==> config.mk <==
export PLATFORM = sky130hd
export DESIGN_NAME = switch_fifo_port
export DESIGN_NICKNAME = d
export VERILOG_FILES = /design/src/rtl/switch_fifo_port.sv
export SDC_FILE = /design/constraint.sdc
export NUM_CORES = 1
export LEC_CHECK = 0
export CAP_MARGIN = 20
export CORE_AREA = 2 2 112 114
export DETAILED_ROUTE_END_ITERATION = 16
export DIE_AREA = 0 0 114 116
export PLACE_DENSITY_LB_ADDON = 0.2
export SLEW_MARGIN = 15
export SYNTH_ARGS = -nofsm -noshare
export SYNTH_HDL_FRONTEND = slang
export SYNTH_SLANG_ARGS = --single-unit
==> constraint.sdc <==
create_clock -name clk -period 8.7 [get_ports clk]
set_input_delay 1.74 -clock clk [delete_from_list [all_inputs] [get_ports clk]]
set_output_delay 1.74 -clock clk [all_outputs]
set_load 0.005 [all_outputs]
==> src/rtl/switch_fifo_port.sv <==
// Buffered switch input: each debounced enter_key press captures switches into a FIFO
// that the CPU drains through the a0/ack read port. Define SWFIFO_DEBOUNCE_EN to enable the debouncer.
module switch_fifo_port #(
    parameter int unsigned DEPTH           = 8,
    parameter int unsigned DEBOUNCE_CYCLES = 50000
) (
    input  logic        clk,
    input  logic        rst_n,
    input  logic [15:0] switches,
    input  logic        enter_key,
    input  logic        a0,
    input  logic        ack,
    output logic [15:0] data_out,
    output logic        ready
);
    localparam int unsigned PW = (DEPTH > 1) ? $clog2(DEPTH) : 1;
    localparam int unsigned CW = $clog2(DEPTH + 1);

    logic [15:0]   mem [DEPTH];
    logic [PW-1:0] wr_ptr_q, wr_ptr_d, rd_ptr_q, rd_ptr_d;
    logic [CW-1:0] count_q, count_d;
    logic          overflow_q, overflow_d;
    logic          ready_d;
    logic [1:0]    sync_q;
    logic [1:0]    fill_q;
    logic          armed_q;
    logic          db_lvl, prev_q;
    logic          push_ev, push_ok, pop, full, empty;
    logic [4:0]    count5;

    always_ff @(posedge clk or negedge rst_n) begin
        if (!rst_n) begin
            sync_q  <= 2'b00;
            fill_q  <= 2'd0;
            armed_q <= 1'b0;
            prev_q  <= 1'b0;
        end else begin
            sync_q <= {sync_q[0], enter_key};
            if (!fill_q[1]) fill_q <= fill_q + 2'd1;
            // A key held through reset must be seen released before it can push.
            if (fill_q[1] && !sync_q[1]) armed_q <= 1'b1;
            prev_q <= db_lvl;
        end
    end

`ifdef SWFIFO_DEBOUNCE_EN
    localparam int unsigned DBW = $clog2(DEBOUNCE_CYCLES + 1);
    logic [DBW-1:0] db_cnt_q;
    logic           db_q;

    always_ff @(posedge clk or negedge rst_n) begin
        if (!rst_n) begin
            db_cnt_q <= '0;
            db_q     <= 1'b0;
        end else if (sync_q[1] != db_q) begin
            if (db_cnt_q == DBW'(DEBOUNCE_CYCLES - 1)) begin
                db_q     <= ~db_q;
                db_cnt_q <= '0;
            end else begin
                db_cnt_q <= db_cnt_q + 1'b1;
            end
        end else begin
            db_cnt_q <= '0;
        end
    end
    assign db_lvl = db_q;
`else
    assign db_lvl = sync_q[1];
`endif

    always_comb begin
        empty      = (count_q == '0);
        full       = (count_q == CW'(DEPTH));
        push_ev    = db_lvl && !prev_q && armed_q;
        pop        = ack && !a0 && !empty;
        push_ok    = push_ev && (!full || pop);
        wr_ptr_d   = push_ok ? wr_ptr_q + 1'b1 : wr_ptr_q;
        rd_ptr_d   = pop ? rd_ptr_q + 1'b1 : rd_ptr_q;
        count_d    = count_q;
        if (push_ok && !pop) count_d = count_q + 1'b1;
        else if (pop && !push_ok) count_d = count_q - 1'b1;
        // A set in the same cycle as a clear wins.
        overflow_d = (push_ev && full && !pop) || (overflow_q && !(ack && a0));
        ready_d    = (count_d != '0);
    end

    always_ff @(posedge clk or negedge rst_n) begin
        if (!rst_n) begin
            wr_ptr_q   <= '0;
            rd_ptr_q   <= '0;
            count_q    <= '0;
            overflow_q <= 1'b0;
            ready      <= 1'b0;
        end else begin
            wr_ptr_q   <= wr_ptr_d;
            rd_ptr_q   <= rd_ptr_d;
            count_q    <= count_d;
            overflow_q <= overflow_d;
            ready      <= ready_d;
        end
    end

    always_ff @(posedge clk) begin
        if (push_ok) mem[wr_ptr_q] <= switches;
    end

    always_comb begin
        count5 = 5'(count_q);
        if (a0) data_out = {3'b000, count5, 5'b00000, overflow_q, full, !empty};
        else if (!empty) data_out = mem[rd_ptr_q];
        else data_out = 16'h0000;
    end
endmodule

Word-level counts from Yosys, hierarchy flattened
Memories as Yosys holds them, arrays and structs flattened.
Index checks and enable logic that the tools add are counted.
{ "totals": {"reg_bits": 18, "latch_bits": 0, "ramBits": 128, "romBits": 0, "in_bits": 21, "elab_cells": 48, "n_memories": 1} }
{ "mem_list": {"columns": ["name", "words", "width", "read_ports", "rd_clocked_by_memory_dff", "write_ports", "line_no", "rtl"], "rows": [
  ["mem", 8, 16, 1, 0, 1, "19", "logic [15:0] mem [DEPTH];"]
]} }
{ "op_classes": {"n_addsub": 5, "n_mul": 0, "div": 0, "magnitude_cmp": 0, "eq_ne": 1, "shifts": 0, "mux": 7, "bitwise_logic": 0, "n_reduce_logical": 24} }
{ "ops": {"columns": ["operator", "n"], "rows": [
  ["16-bit 2-to-1 mux", 2],
  ["1-bit logical AND", 12],
  ["1-bit logical NOT", 8],
  ["4-bit 2-to-1 mux", 2],
  ["3-bit by 1-bit adder with 3-bit output (second input constant)", 2],
  ["4-bit by 1-bit adder with 4-bit output (second input constant)", 1],
  ["4-bit equality test (second input constant)", 1],
  ["4-bit logical NOT", 1],
  ["4-bit nonzero test", 1],
  ["4-bit by 1-bit subtractor with 4-bit output (second input constant)", 1],
  ["2-bit by 1-bit adder with 2-bit output (second input constant)", 1],
  ["1-bit logical OR", 2],
  ["1-bit 2-to-1 mux", 2],
  ["2-bit 2-to-1 mux", 1]
]} }

Logic depth before layout (Yosys ltp)
{ "depth": {"ltp_word": 10, "ltp_mapped": 8, "depth_no_buf": 7} }

Worst setup path after synthesis
No wires, ideal clock.
{ "synth_path": {"path_type": "input to output", "from": "in a0", "to": "out data_out[10]", "t_arrival_ps": 2378, "t_required_ps": 6960, "slack_ps": 4582, "cell_stages": 3, "cell_sequence": "or2b_1 clkbuf_1 o21ai_0"} }
{ "synth_between": {"elab_chain_len": 1} }
{ "synth_lines": {"columns": ["element", "line_no", "rtl"], "rows": [
  ["from (decl)", "11", "input logic a0,"],
  ["16-bit 2-to-1 mux", "109", "if (a0) data_out = {3'b000, count5, 5'b00000, overflow_q, full, !empty};"],
  ["to (decl)", "13", "output logic [15:0] data_out,"]
]} }
Every way passes these cells.

Worst setup path after layout
{ "layout_path": {"from": "in a0", "to": "out data_out[8]"} }
Same word-level chain as after synthesis.

==> impl_metrics.xml <==
<?xml version="1.0" encoding="UTF-8"?>
<metrics>
  <group name="cts">
    <metric name="worstSkewPairLatency" unit="ns">0.41</metric>
    <metric name="cts_max_path_buffers" unit="">2</metric>
    <metric name="clock_tree.htree_level_count" unit="">4</metric>
    <metric name="clock-root-buffer" unit="">sky130_fd_sc_hd__clkbuf_16</metric>
    <metric name="postCtsSetupRepairBufs" unit="">0</metric>
    <metric name="clock_input_transition_at_the_sequential_cells_of_the_worst_setup_and_hold_paths" unit="ns">0.06</metric>
    <metric name="inserted_clock_buffers" unit="">17</metric>
    <metric name="tritoncts" unit="">built</metric>
    <metric name="cts.sinks" unit="">146</metric>
    <metric name="cts-resized-gates" unit="">0</metric>
    <metric name="cts.hold.buffers_added" unit="">0</metric>
  </group>
  <group name="die">
    <metric name="initial_core_util" unit="%">49.25</metric>
    <metric name="core.rowCount" unit="">40</metric>
    <metric name="io_pins" unit="">38</metric>
    <metric name="fp.dieW" unit="µm">114</metric>
    <metric name="floorplan.die_area" unit="µm²">13220</metric>
    <metric name="core_region_area" unit="µm²">11910</metric>
    <metric name="floorplan.die.height" unit="µm">116</metric>
  </group>
  <group name="synth">
    <metric name="yosysWarnings" unit="">0</metric>
    <metric name="synth_top_cell_area_share" unit="%">65.52</metric>
    <metric name="synth-adder-area-share" unit="%">0.8531</metric>
    <metric name="synth_cell_type_count" unit="">45</metric>
    <metric name="portion_of_netlist_area_occupied_by_mux_cells" unit="%">15.08</metric>
    <metric name="synth-simple-area-share" unit="%">5.353</metric>
    <metric name="synth_top_family_by_area" unit="">multiplexers</metric>
    <metric name="synth-xor-area-share" unit="%">0.8957</metric>
    <metric name="synth-seq-area-share" unit="%">73.19</metric>
    <metric name="synth_fp_nets" unit="">333</metric>
    <metric name="netlist_area" unit="µm²">5867</metric>
    <metric name="synth_flop_cell" unit="">sky130_fd_sc_hd__edfxtp_1</metric>
    <metric name="yosys_register_bits" unit="">146</metric>
    <metric name="synth-compound-area-share" unit="%">2.708</metric>
    <metric name="top_cells_by_area_synth" unit="">sky130_fd_sc_hd__edfxtp_1 66%, sky130_fd_sc_hd__mux4_2 12%, sky130_fd_sc_hd__dfrtp_1 7.7%</metric>
    <metric name="netlist.top_cell.by_area" unit="">sky130_fd_sc_hd__edfxtp_1</metric>
    <metric name="synthCells" unit="">308</metric>
    <metric name="synth_area_per_cell" unit="µm²">19.05</metric>
    <metric name="asyncSetResetFlopFracSynth" unit="%">12.33</metric>
    <metric name="synth_edf_count" unit="">128</metric>
  </group>
  <group name="placed_design">
    <metric name="place.gp.congestion" unit="">0.7792</metric>
    <metric name="port_buffers" unit="">37</metric>
    <metric name="dp_hpwl" unit="µm">6768</metric>
  </group>
  <group name="grt">
    <metric name="grt_util_all_layers" unit="%">18.63</metric>
    <metric name="first_global_vias" unit="">3047</metric>
    <metric name="grt-ovfl-total" unit="">0</metric>
    <metric name="antenna_found_initial" unit="">1</metric>
    <metric name="grt_max_degree" unit="">35</metric>
    <metric name="grt_first_pass_wirelength" unit="µm">17350</metric>
  </group>
  <group name="route">
    <metric name="ant_nets" unit="">0</metric>
    <metric name="via_count" unit="">2940</metric>
    <metric name="drt_first_iter_violations" unit="">328</metric>
    <metric name="detail_routed_net_length_per_standard_cell" unit="µm">21.49</metric>
    <metric name="drc_errors" unit="">0</metric>
    <metric name="firstDrtPassIters" unit="">4</metric>
    <metric name="avgViaCountPerCell" unit="">5.676</metric>
    <metric name="drt_wl_total" unit="µm">11130</metric>
  </group>
  <group name="timing">
    <metric name="max_clock_freq" unit="MHz">182.5</metric>
    <metric name="timing.final.crit_share" unit="%">62.98</metric>
    <metric name="clock_skew" unit="ns">0.006438</metric>
    <metric name="timing_max_transition_violations_final" unit="">0</metric>
    <metric name="grt_setup_unrepaired" unit="">false</metric>
    <metric name="max_slew_margin" unit="%">33.34</metric>
    <metric name="finalWorstPathRequiredPeriod" unit="ns">5.479</metric>
    <metric name="final.setup.tns" unit="ns">0</metric>
    <metric name="hold-worst-slack" unit="ns">0.3528</metric>
    <metric name="timing_worst_slew_pin_value" unit="ns">0.9962</metric>
    <metric name="hold_vio_cnt_final" unit="">0</metric>
    <metric name="setup_viol" unit="">0</metric>
  </group>
  <group name="critical_path">
    <metric name="cp_num_buf_inv" unit="">2</metric>
    <metric name="worstPathCellList" unit="">clkdlybuf4s50_1 -&gt; or2b_1 -&gt; o21ai_0 -&gt; clkdlybuf4s50_1</metric>
    <metric name="timing.critical_path.from_type" unit="">input port</metric>
    <metric name="worst-setup-path-type" unit="">in -&gt; out</metric>
    <metric name="crit_path_end_kind" unit="">primary output</metric>
    <metric name="critical_path_peak_fanout" unit="">13</metric>
    <metric name="critPathRequiredTime" unit="ns">6.96</metric>
    <metric name="r2r_start" unit="">count_q[1]$_DFF_PN0_</metric>
    <metric name="critical-path-top-cell-by-count" unit="">sky130_fd_sc_hd__clkdlybuf4s50_1</metric>
    <metric name="timing.critical_path.slowest_cell_delay" unit="ns">0.60</metric>
    <metric name="arrival" unit="ns">3.74</metric>
    <metric name="cpMaxStageDelayCell" unit="">sky130_fd_sc_hd__clkdlybuf4s50_1</metric>
    <metric name="crit_path_start" unit="">a0</metric>
    <metric name="crit_family" unit="">buffers and inverters</metric>
  </group>
  <group name="pwr">
    <metric name="cellPowerDensity" unit="nW/µm²">316.1</metric>
    <metric name="share_comb_of_total_power" unit="%">27.0</metric>
    <metric name="switching_share_of_power" unit="%">27.44</metric>
    <metric name="pwr-share-seq" unit="%">40.6</metric>
    <metric name="p_int" unit="W">0.001611</metric>
    <metric name="pwr-share-clk" unit="%">32.4</metric>
    <metric name="ir_drop" unit="mV">0.1938</metric>
    <metric name="total_switching_power" unit="W">0.0006091</metric>
    <metric name="p_leak" unit="nW">2.366</metric>
  </group>
  <group name="final_layout">
    <metric name="num-nets-final" unit="">384</metric>
    <metric name="layout_common_cells" unit="">128 x sky130_fd_sc_hd__edfxtp_1, 37 x sky130_fd_sc_hd__clkdlybuf4s50_1, 32 x sky130_fd_sc_hd__mux4_2, 22 x sky130_fd_sc_hd__nor2_1</metric>
    <metric name="num_antenna_cells" unit="">0</metric>
    <metric name="final_layout_size_suffix_gt1_share" unit="%">22.10</metric>
    <metric name="area_delta_synth_final" unit="%">19.71</metric>
    <metric name="mostFrequentLayoutCell" unit="">sky130_fd_sc_hd__edfxtp_1</metric>
    <metric name="fin_util" unit="%">58.96</metric>
  </group>
  <group name="min_path">
    <metric name="holdCritPathClass" unit="">reg -&gt; reg</metric>
    <metric name="min_from" unit="">sync_q[0]$_DFF_PN0_</metric>
  </group>
  <group name="job">
    <metric name="drv_cap" unit="">0</metric>
  </group>
  <group name="status">
    <metric name="run_status" unit="">finished, final reports clean</metric>
  </group>
</metrics>
worst paths after layout:
check | cells after the start | slack (ns) | endpoint
hold reg to reg | 0 | 0.35 | sync_q[1]$_DFF_PN0_
max in group asynchronous | 1 | 6.26 | rd_ptr_q[0]$_DFFE_PN0P_
setup / recovery | 4 | 3.22 | data_out[8]
hold / removal | 0 | 0.35 | sync_q[1]$_DFF_PN0_
setup reg to reg | 7 | 5.37 | mem[7][6]$_DFFE_PP_
min in group asynchronous | 1 | 1.83 | count_q[1]$_DFF_PN0_
worst reg2reg max path, stage by stage, from the launching register on:
cell and delay (ns):
sky130_fd_sc_hd__dfrtp_1 0.51, sky130_fd_sc_hd__inv_1 0.11, sky130_fd_sc_hd__ha_1 0.26, sky130_fd_sc_hd__nor2b_1 0.25
sky130_fd_sc_hd__a31oi_1 0.53, sky130_fd_sc_hd__nand2_1 0.22, sky130_fd_sc_hd__nor2_1 0.81, sky130_fd_sc_hd__buf_4 0.35
power by group through the flow:
stage,logic (W),clock network (W),registers [W]
after floorplan,0.000424,0,0.000881
after global placement,0.000578,0,0.000922
after detailed placement,0.000608,0,0.000914
after CTS,0.000611,0.000735,0.000901
after global routing,0.000658,0.000767,0.000910
final,0.000600,0.000719,0.000901
state kept, by name (all words and copies together) (netlist names):
signal,cells
overflow_q,1
count_q,4
wr_ptr_q,3
armed_q,1
mem,128
prev_q,1
sync_q,2
ready,1
fill_q,2
rd_ptr_q,3
metal layers:
layer	GRT usage (%)	wire length [µm]	up-vias
li1	-	-	1335
met1	24.51	4972	1520
met2	30.12	5600	73
met3	5.544	444	10
met4	6.341	103	2
met5	0	12	-
kinds of logic after synthesis:
family	Yosys count
muxes	48
and+or+nand+nor	60
DFF	146
buffers and inverters	20
adders and majority gates	4
xor gates and xnor gates	6
AOI/OAI and AO/OA	24
final cells by class:
type	count	area, µm²
Sequential cell	146	4295
Inverter	4	15.01
Multi-Input combinational cell	142	1470
Timing Repair Buffer	48	473.0
Clock buffer	17	425.4
Clock inverter	14	160.2
Tap cell	147	183.9
Fill cell	874	4888
cell usage after synthesis (3+ instances only):
library cell,n
sky130_fd_sc_hd__buf_2,6
sky130_fd_sc_hd__a21oi_1,3
sky130_fd_sc_hd__ha_1,4
sky130_fd_sc_hd__nor2_1,22
sky130_fd_sc_hd__nor3_1,5
sky130_fd_sc_hd__mux4_2,32
sky130_fd_sc_hd__buf_6,3
sky130_fd_sc_hd__nand2_1,9
sky130_fd_sc_hd__xnor2_1,4
sky130_fd_sc_hd__nor2b_1,4
sky130_fd_sc_hd__mux2i_1,13
sky130_fd_sc_hd__mux2_2,3
sky130_fd_sc_hd__a211oi_1,3
sky130_fd_sc_hd__inv_1,4
sky130_fd_sc_hd__clkbuf_1,5
sky130_fd_sc_hd__dfrtp_1,18
sky130_fd_sc_hd__nand2b_1,4
sky130_fd_sc_hd__o21ai_0,7
sky130_fd_sc_hd__edfxtp_1,128
metrics by stage:
step | std cells | worst slack (ns) | cell area (µm²) | power, W
after floorplan | 308 | 4.582 | 5867 | 0.001305
after global placement | 486 | 3.234 | 6410 | 0.001500
after detailed placement | 487 | 3.154 | 6437 | 0.001522
after CTS | 518 | 3.159 | 7023 | 0.002246
after global routing | 518 | 3.031 | 7023 | 0.002335
final | 518 | 3.221 | 7023 | 0.002220
Power figures use the tool's default switching activity.
